===== config.mk =====
export PLATFORM = sky130hd
export DESIGN_NAME = sqrt_arbiter_flat
export DESIGN_NICKNAME = d
export VERILOG_FILES = /design/src/rtl/sqrt_arbiter_pkg.sv /design/src/rtl/sqrt_arbiter_if.sv /design/src/rtl/sqrt_arbiter_rr_arbiter.sv /design/src/rtl/sqrt_arbiter.sv /design/src/flat_wrapper.sv
export SDC_FILE = /design/constraint.sdc
export NUM_CORES = 1
export LEC_CHECK = 0
export BUFFER_PORTS_ARGS = -buffer_cell sky130_fd_sc_hd__buf_2
export CORE_MARGIN = 3
export CORE_UTILIZATION = 45
export DETAILED_ROUTE_END_ITERATION = 6
export PLACE_DENSITY_LB_ADDON = 0.12
export SLEW_MARGIN = 20
export SYNTH_ARGS = -nofsm -noshare
export SYNTH_HDL_FRONTEND = slang
export SYNTH_SLANG_ARGS = --single-unit

===== constraint.sdc =====
create_clock -name clk -period 3.46 [get_ports clk]
set_input_delay 0.692 -clock clk [delete_from_list [all_inputs] [get_ports clk]]
set_output_delay 0.692 -clock clk [all_outputs]
set_load 0.01 [all_outputs]

===== src/rtl/sqrt_arbiter_pkg.sv =====
// Shared types and helpers for the square-root core arbiter and its round-robin picker.
package sqrt_arb_pkg;

  typedef enum logic [1:0] {
    IDLE,
    ISSUE,
    WAIT,
    RESP
  } state_t;

  localparam int DEF_SQRT_LATENCY = 9;
  localparam int DEF_CNT_W        = $clog2(DEF_SQRT_LATENCY + 1);

  // Wait-counter width able to hold a load value of latency-1.
  function automatic int cnt_width(input int latency);
    return (latency < 1) ? 1 : $clog2(latency + 1);
  endfunction

  function automatic int rr_next(input int idx, input int num_req);
    return (idx >= num_req - 1) ? 0 : idx + 1;
  endfunction

endpackage


===== src/rtl/sqrt_arbiter_if.sv =====
// Requester-side request/response handshake bundle; the arbiter sits on the slave modport.
interface sqrt_arbiter_if #(
  parameter int NUM_REQ = 4,
  parameter int IN_W    = 8,
  parameter int OUT_W   = 8
);

  logic [NUM_REQ-1:0]      req_valid;
  logic [NUM_REQ*IN_W-1:0] req_data;
  logic [NUM_REQ-1:0]      req_ready;
  logic [NUM_REQ-1:0]      rsp_valid;
  logic [NUM_REQ-1:0]      rsp_ready;
  logic [OUT_W-1:0]        rsp_data;

  modport master (
    output req_valid, req_data, rsp_ready,
    input  req_ready, rsp_valid, rsp_data
  );

  modport slave (
    input  req_valid, req_data, rsp_ready,
    output req_ready, rsp_valid, rsp_data
  );

endinterface


===== src/rtl/sqrt_arbiter_rr_arbiter.sv =====
// Combinational round-robin picker: first set request at or after rr_ptr, wrapping.
module rr_arbiter #(
  parameter int NUM_REQ = 4
) (
  input  logic [NUM_REQ-1:0]         req,
  input  logic [$clog2(NUM_REQ)-1:0] rr_ptr,
  output logic [NUM_REQ-1:0]         grant,
  output logic [$clog2(NUM_REQ)-1:0] grant_idx,
  output logic                       any_req
);

  localparam int IDX_W = $clog2(NUM_REQ);

  logic             found;
  logic [IDX_W-1:0] cand;

  always_comb begin
    // NOTE: every variable gets a default before the loop so no path leaves one unassigned (no latch).
    grant     = '0;
    grant_idx = '0;
    found     = 1'b0;
    cand      = '0;
    for (int off = 0; off < NUM_REQ; off++) begin
      cand = IDX_W'((int'(rr_ptr) + off) % NUM_REQ);
      if (!found && req[cand]) begin
        found           = 1'b1;
        grant[cand]     = 1'b1;
        grant_idx       = cand;
      end
    end
  end

  assign any_req = |req;

endmodule


===== src/rtl/sqrt_arbiter.sv =====
// Round-robin sharing of one fixed-latency square-root core among NUM_REQ requesters.
// Define SQRT_ARBITER_STATS_EN to add op_count, a saturating count of completed responses.
module sqrt_arbiter
  import sqrt_arb_pkg::*;
#(
  parameter int NUM_REQ      = 4,
  parameter int IN_W         = 8,
  parameter int OUT_W        = 8,
  parameter int SQRT_LATENCY = DEF_SQRT_LATENCY
) (
  input  logic             clk,
  input  logic             rst_,
  sqrt_arbiter_if.slave    bus,
  output logic             sq_start,
  output logic [IN_W-1:0]  sq_a,
  input  logic [OUT_W-1:0] sq_q,
  output logic             busy
`ifdef SQRT_ARBITER_STATS_EN
  ,
  output logic [15:0]      op_count
`endif
);

  localparam int            IDX_W    = $clog2(NUM_REQ);
  localparam int            CW       = cnt_width(SQRT_LATENCY);
  localparam logic [CW-1:0] CNT_LOAD = CW'(SQRT_LATENCY - 1);

  state_t             state;
  logic [IDX_W-1:0]   rr_ptr;
  logic [IDX_W-1:0]   grant_idx;
  logic [IDX_W-1:0]   arb_idx;
  logic [NUM_REQ-1:0] arb_gnt;
  logic               any_req;
  logic [CW-1:0]      cnt;
  logic [NUM_REQ-1:0] rsp_valid_q;
  logic [OUT_W-1:0]   rsp_data_q;
  logic               rsp_done;

  rr_arbiter #(.NUM_REQ(NUM_REQ)) u_rr (
    .req       (bus.req_valid),
    .rr_ptr    (rr_ptr),
    .grant     (arb_gnt),
    .grant_idx (arb_idx),
    .any_req   (any_req)
  );

  // Accept is combinational so a requester that drops valid before the grant is never accepted.
  assign bus.req_ready = (state == IDLE && !rst_) ? arb_gnt : '0;
  assign bus.rsp_valid = rsp_valid_q;
  assign bus.rsp_data  = rsp_data_q;
  assign busy          = (state != IDLE);
  assign rsp_done      = (state == RESP) && bus.rsp_ready[grant_idx];

  always_ff @(posedge clk or posedge rst_) begin
    if (rst_) begin
      state       <= IDLE;
      rr_ptr      <= '0;
      grant_idx   <= '0;
      cnt         <= '0;
      sq_a        <= '0;
      sq_start    <= 1'b0;
      rsp_valid_q <= '0;
      rsp_data_q  <= '0;
    end else begin
      // NOTE: non-blocking assignments so every decision below sees the pre-edge register values.
      unique case (state)
        IDLE: begin
          if (any_req) begin
            grant_idx <= arb_idx;
            sq_a      <= bus.req_data[arb_idx*IN_W +: IN_W];
            sq_start  <= 1'b1;
            state     <= ISSUE;
          end
        end
        ISSUE: begin
          sq_start <= 1'b0;
          cnt      <= CNT_LOAD;
          state    <= WAIT;
        end
        WAIT: begin
          if (cnt == '0) begin
            rsp_data_q             <= sq_q;
            rsp_valid_q            <= '0;
            rsp_valid_q[grant_idx] <= 1'b1;
            state                  <= RESP;
          end else begin
            cnt <= cnt - CW'(1);
          end
        end
        RESP: begin
          if (rsp_done) begin
            rsp_valid_q <= '0;
            rr_ptr      <= IDX_W'(rr_next(int'(grant_idx), NUM_REQ));
            state       <= IDLE;
          end
        end
        default: state <= IDLE;
      endcase
    end
  end

`ifdef SQRT_ARBITER_STATS_EN
  always_ff @(posedge clk or posedge rst_) begin
    if (rst_) begin
      op_count <= '0;
    end else if (rsp_done && op_count != 16'hFFFF) begin
      op_count <= op_count + 16'd1;
    end
  end
`endif

endmodule

===== src/flat_wrapper.sv =====
// flat-port wrapper written by rule: the top's interface ports become plain ports
module sqrt_arbiter_flat import sqrt_arb_pkg::*;
#(
  parameter int NUM_REQ      = 4,
  parameter int IN_W         = 8,
  parameter int OUT_W        = 8,
  parameter int SQRT_LATENCY = DEF_SQRT_LATENCY
)
  (clk, rst_, sq_start, sq_a, sq_q, busy, bus_req_valid, bus_req_data, bus_rsp_ready, bus_req_ready, bus_rsp_valid, bus_rsp_data);
  sqrt_arbiter_if #(.NUM_REQ(NUM_REQ), .IN_W(IN_W), .OUT_W(OUT_W)) bus_i ();
  input  logic clk;
  input  logic rst_;
  output logic sq_start;
  output logic [IN_W-1:0] sq_a;
  input  logic [OUT_W-1:0] sq_q;
  output logic busy;
  input wire logic [$bits(bus_i.req_valid)-1:0] bus_req_valid;
  input wire logic [$bits(bus_i.req_data)-1:0] bus_req_data;
  input wire logic [$bits(bus_i.rsp_ready)-1:0] bus_rsp_ready;
  output wire logic [$bits(bus_i.req_ready)-1:0] bus_req_ready;
  output wire logic [$bits(bus_i.rsp_valid)-1:0] bus_rsp_valid;
  output wire logic [$bits(bus_i.rsp_data)-1:0] bus_rsp_data;
  assign bus_i.req_valid = bus_req_valid;
  assign bus_i.req_data = bus_req_data;
  assign bus_i.rsp_ready = bus_rsp_ready;
  assign bus_req_ready = bus_i.req_ready;
  assign bus_rsp_valid = bus_i.rsp_valid;
  assign bus_rsp_data = bus_i.rsp_data;
  sqrt_arbiter #(.NUM_REQ(NUM_REQ), .IN_W(IN_W), .OUT_W(OUT_W), .SQRT_LATENCY(SQRT_LATENCY)) u_core (.clk(clk), .rst_(rst_), .bus(bus_i), .sq_start(sq_start), .sq_a(sq_a), .sq_q(sq_q), .busy(busy));
endmodule

======== Word-level counts from Yosys, hierarchy flattened ========
Index checks and enable logic that the tools add are counted.
word-level totals
  word-level logic and storage cells ...... 107
  output and inout port bits .............. 26
  bits of input ports ..................... 50
  bits in registers ....................... 31
cells by class
  reduce and logical (&&, ||, !) cells .... 28
  multiplexer cells ....................... 44
  shift-type cells ........................ 1
  $add $sub $neg .......................... 5
  bitwise gates (word level) .............. 3
  magnitude comparators ................... 11
  eq/ne operators ......................... 7
operator list
  kind                                                               number
  2-to-1 mux 4 bit                                                   8
  indexed part select 32 x 6 -> 8 bit                                1
  2-to-1 mux 2 bit                                                   8
  case mux 4 bit (2 select lines)                                    2
  < comparator 2 x 3 -> 1 bit, second input constant                 5
  2-to-1 mux 1 bit                                                   14
  OR 4 bit                                                           3
  binary-select mux 1 bit (select 2 bit)                             5
  demux 1 bit (select 2 bit)                                         5
  greater-or-equal comparator 2 x 1 -> 1 bit, second input constant  5
  logical AND 1 bit                                                  10
  AND reduction 2 bit                                                5
  case mux 2 bit (4 select lines)                                    1
  nonzero test 2 bit                                                 4
  inequality test 2 x 1 -> 1 bit, second input constant              3
  AND reduction 3 bit                                                2
  adder 2 x 1 -> 2 bit, second input constant                        2
  adder 2 bit, second input constant                                 2
  equality test 2 bit, second input constant                         2
  zero test 1 bit                                                    4
  zero test 4 bit                                                    1
  OR reduction 4 bit                                                 1
  subtractor 4 x 1 -> 4 bit, second input constant                   1
  equality test 2 x 1 -> 1 bit, second input constant                1
  4 further kinds                                                    4

======== Depth between registers and ports, before layout ========
Gate-level depths: netlist of run 1.
  depth after elaboration ................. 13
  mapped depth ............................ 10
  depth with buffers taken out ............ 8

======== Hierarchy ========
A second synthesis of run 1 with hierarchy kept.
unflattened totals
  cell total of the unflattened synthesis .. 182
  area total of the unflattened synthesis .. 2123.3 um^2
by module, submodules not included
  module        area an instance (um^2)  cells an instance  times used  sequential area each (um^2)
  sqrt_arbiter  1711.6                   133                1           775.7
  rr_arbiter    411.6                    49                 1           0.0

======== Least setup slack after synthesis of run 1 ========
No wires, ideal clock.
  path type ............................... reg2out
  start ................................... register u_core.rr_ptr[1]
  end ..................................... output port bus_req_ready[0]
  path slack .............................. 0.647 ns
  path buffers ............................ 1
  arrival ................................. 2.121 ns
  data required time ...................... 2.768 ns
  stages on the path, launching flop included .. 9
  path through ............................ dfrtp_1 -> buf_2 -> inv_1 -> ha_1 -> mux4_2 -> nor2_4 -> a22o_1 -> a22oi_1 -> a21oi_1
between the ends
  longest elaborated chain between the ends .. 13
  elaborated cells on any way between the ends .. 48
  those cells by class .................... 3 x add/sub; 8 x order compare; 24 x mux; 3 x bitwise; 10 x reduce/logical
RTL lines
  item                                                                  line                           RTL
  start: declaration                                                    sqrt_arbiter.sv:29             logic [IDX_W-1:0] rr_ptr;
  start signal: assignment                                              sqrt_arbiter.sv:93             rr_ptr <= IDX_W'(rr_next(int'(grant_idx), NUM_REQ));
  branches (longest 11 deep; another with < comparator 2 x 3 -> 1 bit)  n/a
  2-to-1 mux 4 bit *                                                    sqrt_arbiter_rr_arbiter.sv:25  if (!found && req[cand]) begin
  2-to-1 mux 4 bit *                                                    sqrt_arbiter.sv:48             assign bus.req_ready = (state == IDLE && !rst_) ? arb_gnt : '0;
  end: declaration                                                      flat_wrapper.sv:20             output wire logic [$bits(bus_i.req_ready)-1:0] bus_req_ready;
Mark *: on every way between the ends. The select of a mux whose other input is x is not followed.

======== Worst setup path after layout of run 1 ========
  start ................................... register u_core.rr_ptr[1]
  end ..................................... output port bus_req_ready[1]
Same word-level chain as after synthesis.

==> key figures, run 1 <==
Route
  • DRC viols: 0
  • Routed WL: 4980 um
  • Initial DRT Pass Iterations: 5
  • Final ANT Viol Nets: 0
  • Avg Vias per Cell: approximately 5.4
  • DR vias: ~2,000
  • Initial drt markers: 86
  • DR WL/cell: ~13 um

Layout
  • Final design utilization: around 58%
  • Commonest non-fill, non-tap cell in the layout: buf_2
  • Layout cells sized above 1: a little under two fifths
  • Final design area excluding fillers: 0.00277 mm^2
  • Area grow syn2layout: 23.2%
  • Most frequent cells in the layout: buf_2, dfrtp_1, nand2_1, ha_1, inv_1
  • Net count, final: 370
  • Diode count: 0

Power and ir drop
  • Combinational share of power: between 60% and 70%
  • Peak VDD IR: 450 uV
  • Sequential power share: a little over a quarter
  • Clk pwr share: approximately a tenth
  • Int Power: roughly 1400 uW
  • Net Sw Frac: between 40 and 50%
  • NetSw: roughly 1100 uW
  • LEAKAGE: about 0.0014 uW
  • Pwr/cell area: between 800 and 900 mW/mm^2

Yosys
  • Avg Inst Size Synth: roughly 10 um^2
  • Register area share after synthesis: 34.5%
  • Seq cells post-synth: 31
  • Post-synth EDFFs: 0
  • Syn_nets: about 290
  • Ys async rst share: 100%
  • Gate count after technology mapping: ~230
  • Synthesized area: about 0.0022 mm^2
  • Library cells used by synthesis: 48
  • Ys Warns: 0
  • Top_reg_cell synth: dfrtp_1

STA
  • Worst slew pin tran: 0.640 ns
  • RSZ-0062 raised after global routing: no
  • Final Skew: between 0.005 and 0.006 ns
  • Crit share post-route: between 90% and 100%
  • Tmin final: ~3.1 ns
  • Hold WS: 0.500 ns
  • Relative slew slack: 57.2%
  • Fin. max-slew vios: 0
  • Final setup viols: 0
  • Fmax: ~320 MHz
  • Final setup TNS: 0 ns
  • Final Hold Fails: 0

Setup path
  • Critical-path top delay cell: mux4_2
  • Crit Path Max Fanout: 9
  • Crit path max-delay family: multiplexers
  • Crit end category: output port
  • Worst path bufs/invs: 2
  • Largest stage delay on the critical path: around 0.42 ns
  • CP cell instances: inv_1 -> ha_1 -> mux4_2 -> nor2_4 -> a22o_1 -> a22oi_1 -> a21oi_1 -> buf_2
  • Setup Crit Path Kind: reg2out
  • CP required: about 2.8 ns
  • Critical Path AT: approximately 2.4 ns
  • CP Launch Type: flop

Clock network
  • Clock Sink Count: 31
  • H-tree depth: 2
  • Max clock buf depth: 2
  • CTS tree: yes
  • Clock-pin slew on the worst setup and hold paths: 0.06 ns
  • Clock Tree Root: clkbuf_8
  • Worst skew pair latency: 0.28 ns
  • Post-CTS Setup Inserts: 0
  • Hold buffers post-CTS: 0
  • TritonCTS buffer count: 5
  • Post-CTS sizing: 0

Outcome
  • Status: completed

GRT
  • Total gr overflow: 0
  • Vias in the first global route: roughly 1,800
  • GRT Total Usage: roughly 18%
  • Largest net degree at the start of global routing: 32
  • First-pass GRT wire length: 8470 um
  • Initial antenna violation count: 0

Die
  • Die H: 76.6 um
  • Initial core utilization: 46.9%
  • I/O pin count: between 70 and 80
  • Die W: about 77 um
  • FP Rows: 25
  • Die Area: 0.00587 mm^2
  • Placeable Area: roughly 0.0048 mm^2

Run
  • Max_cap viols: 0

Place
  • IO buf count: between 70 and 80
  • DPL Wire Length: slightly below 4000 um
  • Area after DPL: between 0.002 and 0.003 mm^2
  • Placer congestion estimate: 0.829

Min path
  • HP Class: reg2reg
[synthesized netlist by cell type (all sizes together) (3+ instances only)]
master  count  area [um^2]
a21oi       9         45.0
a222oi      6         60.1
a22o        6         52.6
a22oi       5         37.5
a31o        4         35.0
buf         6         45.0
clkbuf      3         11.3
dfrtp      31          776
ha         17          213
inv        16         60.1
mux2       12          139
mux2i      13          146
mux4        3         67.6
nand2      20         75.1
nand2b      7         43.8
nand3       6         30.0
nor2       15         63.8
nor2b       5         31.3
nor3        3         15.0
o211a       3         30.0
o21ai      11         58.8
[routing by layer]
metal	vias to the layer above	part of all wire, %	global-route usage, %
li1	991	-	-
met1	928	48	25.1
met2	71	44	26.8
met3	2	7.8	6.15
met4	0	0.34	4.35
met5	-	0	0
[logic make-up after synthesis]
logic type      share of synthesized area, %
fa+ha+maj                               9.47
mux                                     15.7
compound gates                          21.9
buf+inv                                 5.18
simple gates                            13.2
flops                                   34.5
[per-stage QoR]
stage                     instances  total power, uW  setup WS, ns
after detailed placement        363             2240         0.428
after CTS                       371             2520         0.333
after global routing            371             2740         0.137
after global placement          363             2230         0.469
after floorplan                 225             1860         0.647
final                           371             2490         0.332
[worst paths after layout]
| kind | slack (ns) | depth (start not counted) | from | endpoint |
|---|---|---|---|---|
| worst max-delay path | 0.33 | 8 | u_core.rr_ptr[1]$_DFFE_PP0P_ | bus_req_ready[1] |
| worst min register to register | 0.50 | 1 | u_core.bus.rsp_data[3]$_DFFE_PP0P_ | u_core.bus.rsp_data[3]$_DFFE_PP0P_ |
| worst max register to register | 1.04 | 7 | u_core.rr_ptr[1]$_DFFE_PP0P_ | u_core.sq_a[5]$_DFFE_PP0P_ |
| worst min-delay path | 0.50 | 1 | u_core.bus.rsp_data[3]$_DFFE_PP0P_ | u_core.bus.rsp_data[3]$_DFFE_PP0P_ |
| min in group asynchronous | 0.52 | 3 | rst_ | u_core.sq_a[3]$_DFFE_PP0P_ |
| max in group asynchronous | 2.66 | 3 | rst_ | u_core.bus.rsp_data[6]$_DFFE_PP0P_ |
[state kept, by name, indices dropped and copies added (netlist names)]
register              flops
u_core.bus.rsp_data       8
u_core.sq_a               8
u_core.bus.rsp_valid      4
u_core.cnt                4
u_core.grant_idx          2
u_core.rr_ptr             2
u_core.state              2
u_core.sq_start           1
[power groups by stage]
stage	combinational, uW	clock [uW]	sequential, uW
after floorplan	1150	0	710
after global placement	1570	0	655
after detailed placement	1590	0	655
after CTS	1590	278	654
after global routing	1760	296	680
final	1570	266	652
[area by class of cell]
cell class	instances	area [um^2]
Fill cell	444	2020
Multi-Input combinational cell	169	1350
Sequential cell	31	776
Timing Repair Buffer	80	413
Tap cell	67	83.8
Clock buffer	7	76.3
Inverter	16	60.1
Clock inverter	1	5.00
Note: power is estimated with default switching activity, not from simulation.
==> run 2, diff against run 1 <==
--- a/config.mk
+++ b/config.mk
@@ -6,7 +6,6 @@
 export NUM_CORES = 1
 export LEC_CHECK = 0
 export BUFFER_PORTS_ARGS = -buffer_cell sky130_fd_sc_hd__buf_2
-export CORE_MARGIN = 3
 export CORE_UTILIZATION = 45
 export DETAILED_ROUTE_END_ITERATION = 6
 export PLACE_DENSITY_LB_ADDON = 0.12
==> key figures, run 2 (synthesized netlist as in run 1, its figures left out) <==
Outcome
  • Status: completed (unchanged)

Setup path
  • Setup Crit Path Kind: reg2out (unchanged)
  • RR Startpoint: u_core.rr_ptr[0]$_DFFE_PP0P_ (was u_core.rr_ptr[1]$_DFFE_PP0P_)
  • R2r setup slk: 0.92 ns (was 1.04 ns)
  • Crit path max-delay family: multiplexers (unchanged)
  • CP required: 2.77 ns (about the same)
  • Worst path bufs/invs: 2 (unchanged)
  • Crit end category: output port (unchanged)
  • RR Endpoint: u_core.sq_a[3]$_DFFE_PP0P_ (was u_core.sq_a[5]$_DFFE_PP0P_)
  • Worst r2r path cells: 7 (unchanged)
  • Critical Path AT: 2.42 ns (was 2.44 ns)
  • Critical-path top delay cell: mux4_2 (unchanged)
  • Crit Path Max Fanout: 9 (unchanged)
  • Largest stage delay on the critical path: 0.42 ns (about the same)
  • CP cell instances: inv_1 -> ha_1 -> mux4_2 -> nor2_4 -> a22o_1 -> a22oi_1 -> a21oi_1 -> buf_2 (unchanged)
  • CP Launch Type: flop (unchanged)

Layout
  • Diode count: 0 (unchanged)
  • # fillers: 444 (unchanged)
  • Multi-input logic area: 0.00135 mm^2 (unchanged)
  • Final design utilization: 58.3% (was 57.8%)
  • Area grow syn2layout: 23.5% (was 23.2%)
  • Net count, final: 370 (unchanged)
  • FF+latch area: 776 um^2 (unchanged)
  • Commonest non-fill, non-tap cell in the layout: buf_2 (unchanged)
  • Finished Layout Cells: 370 (was 371)
  • Layout cells sized above 1: 38.0% (was 37.5%)
  • Most frequent cells in the layout: buf_2, dfrtp_1, nand2_1, ha_1, inv_1 (unchanged)

STA
  • Worst slew pin tran: 0.626 ns (was 0.640 ns)
  • Final Hold Fails: 0 (unchanged)
  • RSZ-0062 raised after global routing: no (unchanged)
  • Fin. max-slew vios: 0 (unchanged)
  • Final setup TNS: 0 ns (unchanged)
  • Final WS setup: 0.349 ns (was 0.332 ns)
  • Fmax: 321 MHz (was 320 MHz)
  • Tmin final: 3.11 ns (was 3.13 ns)
  • Crit share post-route: 89.9% (was 90.4%)
  • Relative slew slack: 58.1% (was 57.2%)
  • Final setup viols: 0 (unchanged)
  • Final Skew: 0.00475 ns (was 0.00513 ns)

Min path
  • HP Class: reg2reg (unchanged)
  • WHS Endpoint: u_core.sq_start$_DFFE_PP0P_ (was u_core.bus.rsp_data[3]$_DFFE_PP0P_)
  • Min-Delay Path Depth: 2 (was 1)
  • Hold Crit Start: u_core.sq_start$_DFFE_PP0P_ (was u_core.bus.rsp_data[3]$_DFFE_PP0P_)

Route
  • Metal2 WL: 2280 um (was 2200 um)
  • Initial drt markers: 128 (was 86)
  • Routed WL: 5100 um (was 4980 um)
  • DRC viols: 0 (unchanged)
  • Met3 routed WL: 377 um (was 387 um)
  • Final ANT Viol Nets: 0 (unchanged)
  • DR WL/cell: 13.8 um (was 13.4 um)
  • DR vias: 1,983 (was 1,992)
  • WL met1: 2410 um (was 2370 um)
  • Avg Vias per Cell: 5.36 (was 5.37)
  • Initial DRT Pass Iterations: 4 (was 5)
  • DR top layer: met4 (unchanged)

Run
  • Max_cap viols: 0 (unchanged)

Die
  • I/O pin count: 76 (unchanged)
  • Initial core utilization: 47.2% (was 46.9%)
  • Placeable Area: 0.00475 mm^2 (was 0.00479 mm^2)
  • Die Area: 0.00528 mm^2 (was 0.00587 mm^2)
  • Die W: 72.6 um (was 76.6 um)
  • Die H: 72.6 um (was 76.6 um)
  • FP Rows: 25 (unchanged)

Place
  • IO buf count: 75 (unchanged)
  • Dpl ws: 0.407 ns (was 0.428 ns)
  • DPL Wire Length: 3840 um (was 3860 um)
  • Placer congestion estimate: 0.837 (was 0.829)
  • Placed cell count: 363 (unchanged)

GRT
  • Total gr overflow: 0 (unchanged)
  • Vias in the first global route: 1,871 (was 1,834)
  • GRT Total Usage: 21.3% (was 18.0%)
  • Largest net degree at the start of global routing: 32 (unchanged)
  • Initial antenna violation count: 0 (unchanged)
  • First-pass GRT wire length: 8670 um (was 8470 um)

Power and ir drop
  • Clk pwr share: 11.2% (was 10.7%)
  • Peak VDD IR: 470 uV (was 450 uV)
  • NetSw: 1110 uW (was 1090 uW)
  • Combinational share of power: 62.8% (was 63.1%)
  • Int Power: 1420 uW (was 1400 uW)
  • LEAKAGE: 0.00136 uW (was 0.00135 uW)
  • Sequential power share: 26.0% (was 26.2%)
  • Net Sw Frac: 43.9% (was 43.7%)
  • Pwr/cell area: 910 mW/mm^2 (was 899 mW/mm^2)

Clock network
  • Worst skew pair latency: 0.28 ns (about the same)
  • Hold buffers post-CTS: 0 (unchanged)
  • Clock Sink Count: 31 (unchanged)
  • Max clock buf depth: 2 (unchanged)
  • CTS tree: yes (unchanged)
  • Post-CTS Setup Inserts: 0 (unchanged)
  • Post-CTS sizing: 0 (unchanged)
  • TritonCTS buffer count: 5 (unchanged)
  • Clock Tree Root: clkbuf_8 (unchanged)
  • H-tree depth: 2 (unchanged)
  • Clock-pin slew on the worst setup and hold paths: 0.06 ns (about the same)
run 2: worst max-delay path by stage:
| stage | cells after the start | start | end |
|---|---|---|---|
| after floorplan | 8 | u_core.rr_ptr[1]$_DFFE_PP0P_ | bus_req_ready[0] |
| after global placement | 8 | bus_req_valid[1] | bus_req_ready[3] |
| after CTS | 8 | u_core.rr_ptr[1]$_DFFE_PP0P_ | bus_req_ready[3] |
| final | 8 | u_core.rr_ptr[1]$_DFFE_PP0P_ | bus_req_ready[3] |
| after detailed placement | 8 | bus_req_valid[1] | bus_req_ready[3] |
| after global routing | 8 | u_core.rr_ptr[1]$_DFFE_PP0P_ | bus_req_ready[3] |
run 2: power by group through the flow:
stage	clock network [uW]	logic [uW]	registers, uW
2_1_floorplan	0	1150	710
3_3_place_gp	0	1570	655
3_5_place_dp	0	1590	659
4_1_cts	291	1600	658
5_1_grt	309	1780	682
6_report	282	1580	657
run 2: area by class of cell:
class	instances	share of cell area, %
Multi-Input combinational cell	169	48.8
Sequential cell	31	28.0
Timing Repair Buffer	80	14.9
Tap cell	67	3.02
Clock buffer	6	2.98
Inverter	16	2.17
Clock inverter	1	0.180
run 2: worst reg2reg max path: cells and delay by family (launching register included):
| family | cells | cell delay (ns) |
|---|---|---|
| buffers and inverters | 1 | 0.27 |
| flip-flops | 1 | 0.34 |
| multiplexers | 3 | 1.10 |
| AO/OA/AOI/OAI | 3 | 0.70 |
run 2: through the flow:
stage | hold WS (ns) | power (uW) | cell area (um^2)
global placement | 0.480 | 2220 | 2690
floorplan | 0.458 | 1860 | 2250
finish | 0.502 | 2520 | 2770
global route | 0.513 | 2770 | 2770
detailed placement | 0.493 | 2250 | 2690
CTS | 0.509 | 2550 | 2770
run 2: per-layer routing:
layer  vias up  track usage (%)
li1        985                -
met1       918             30.7
met2        76             31.9
met3         4             5.66
met4         0             5.01
met5         -                0
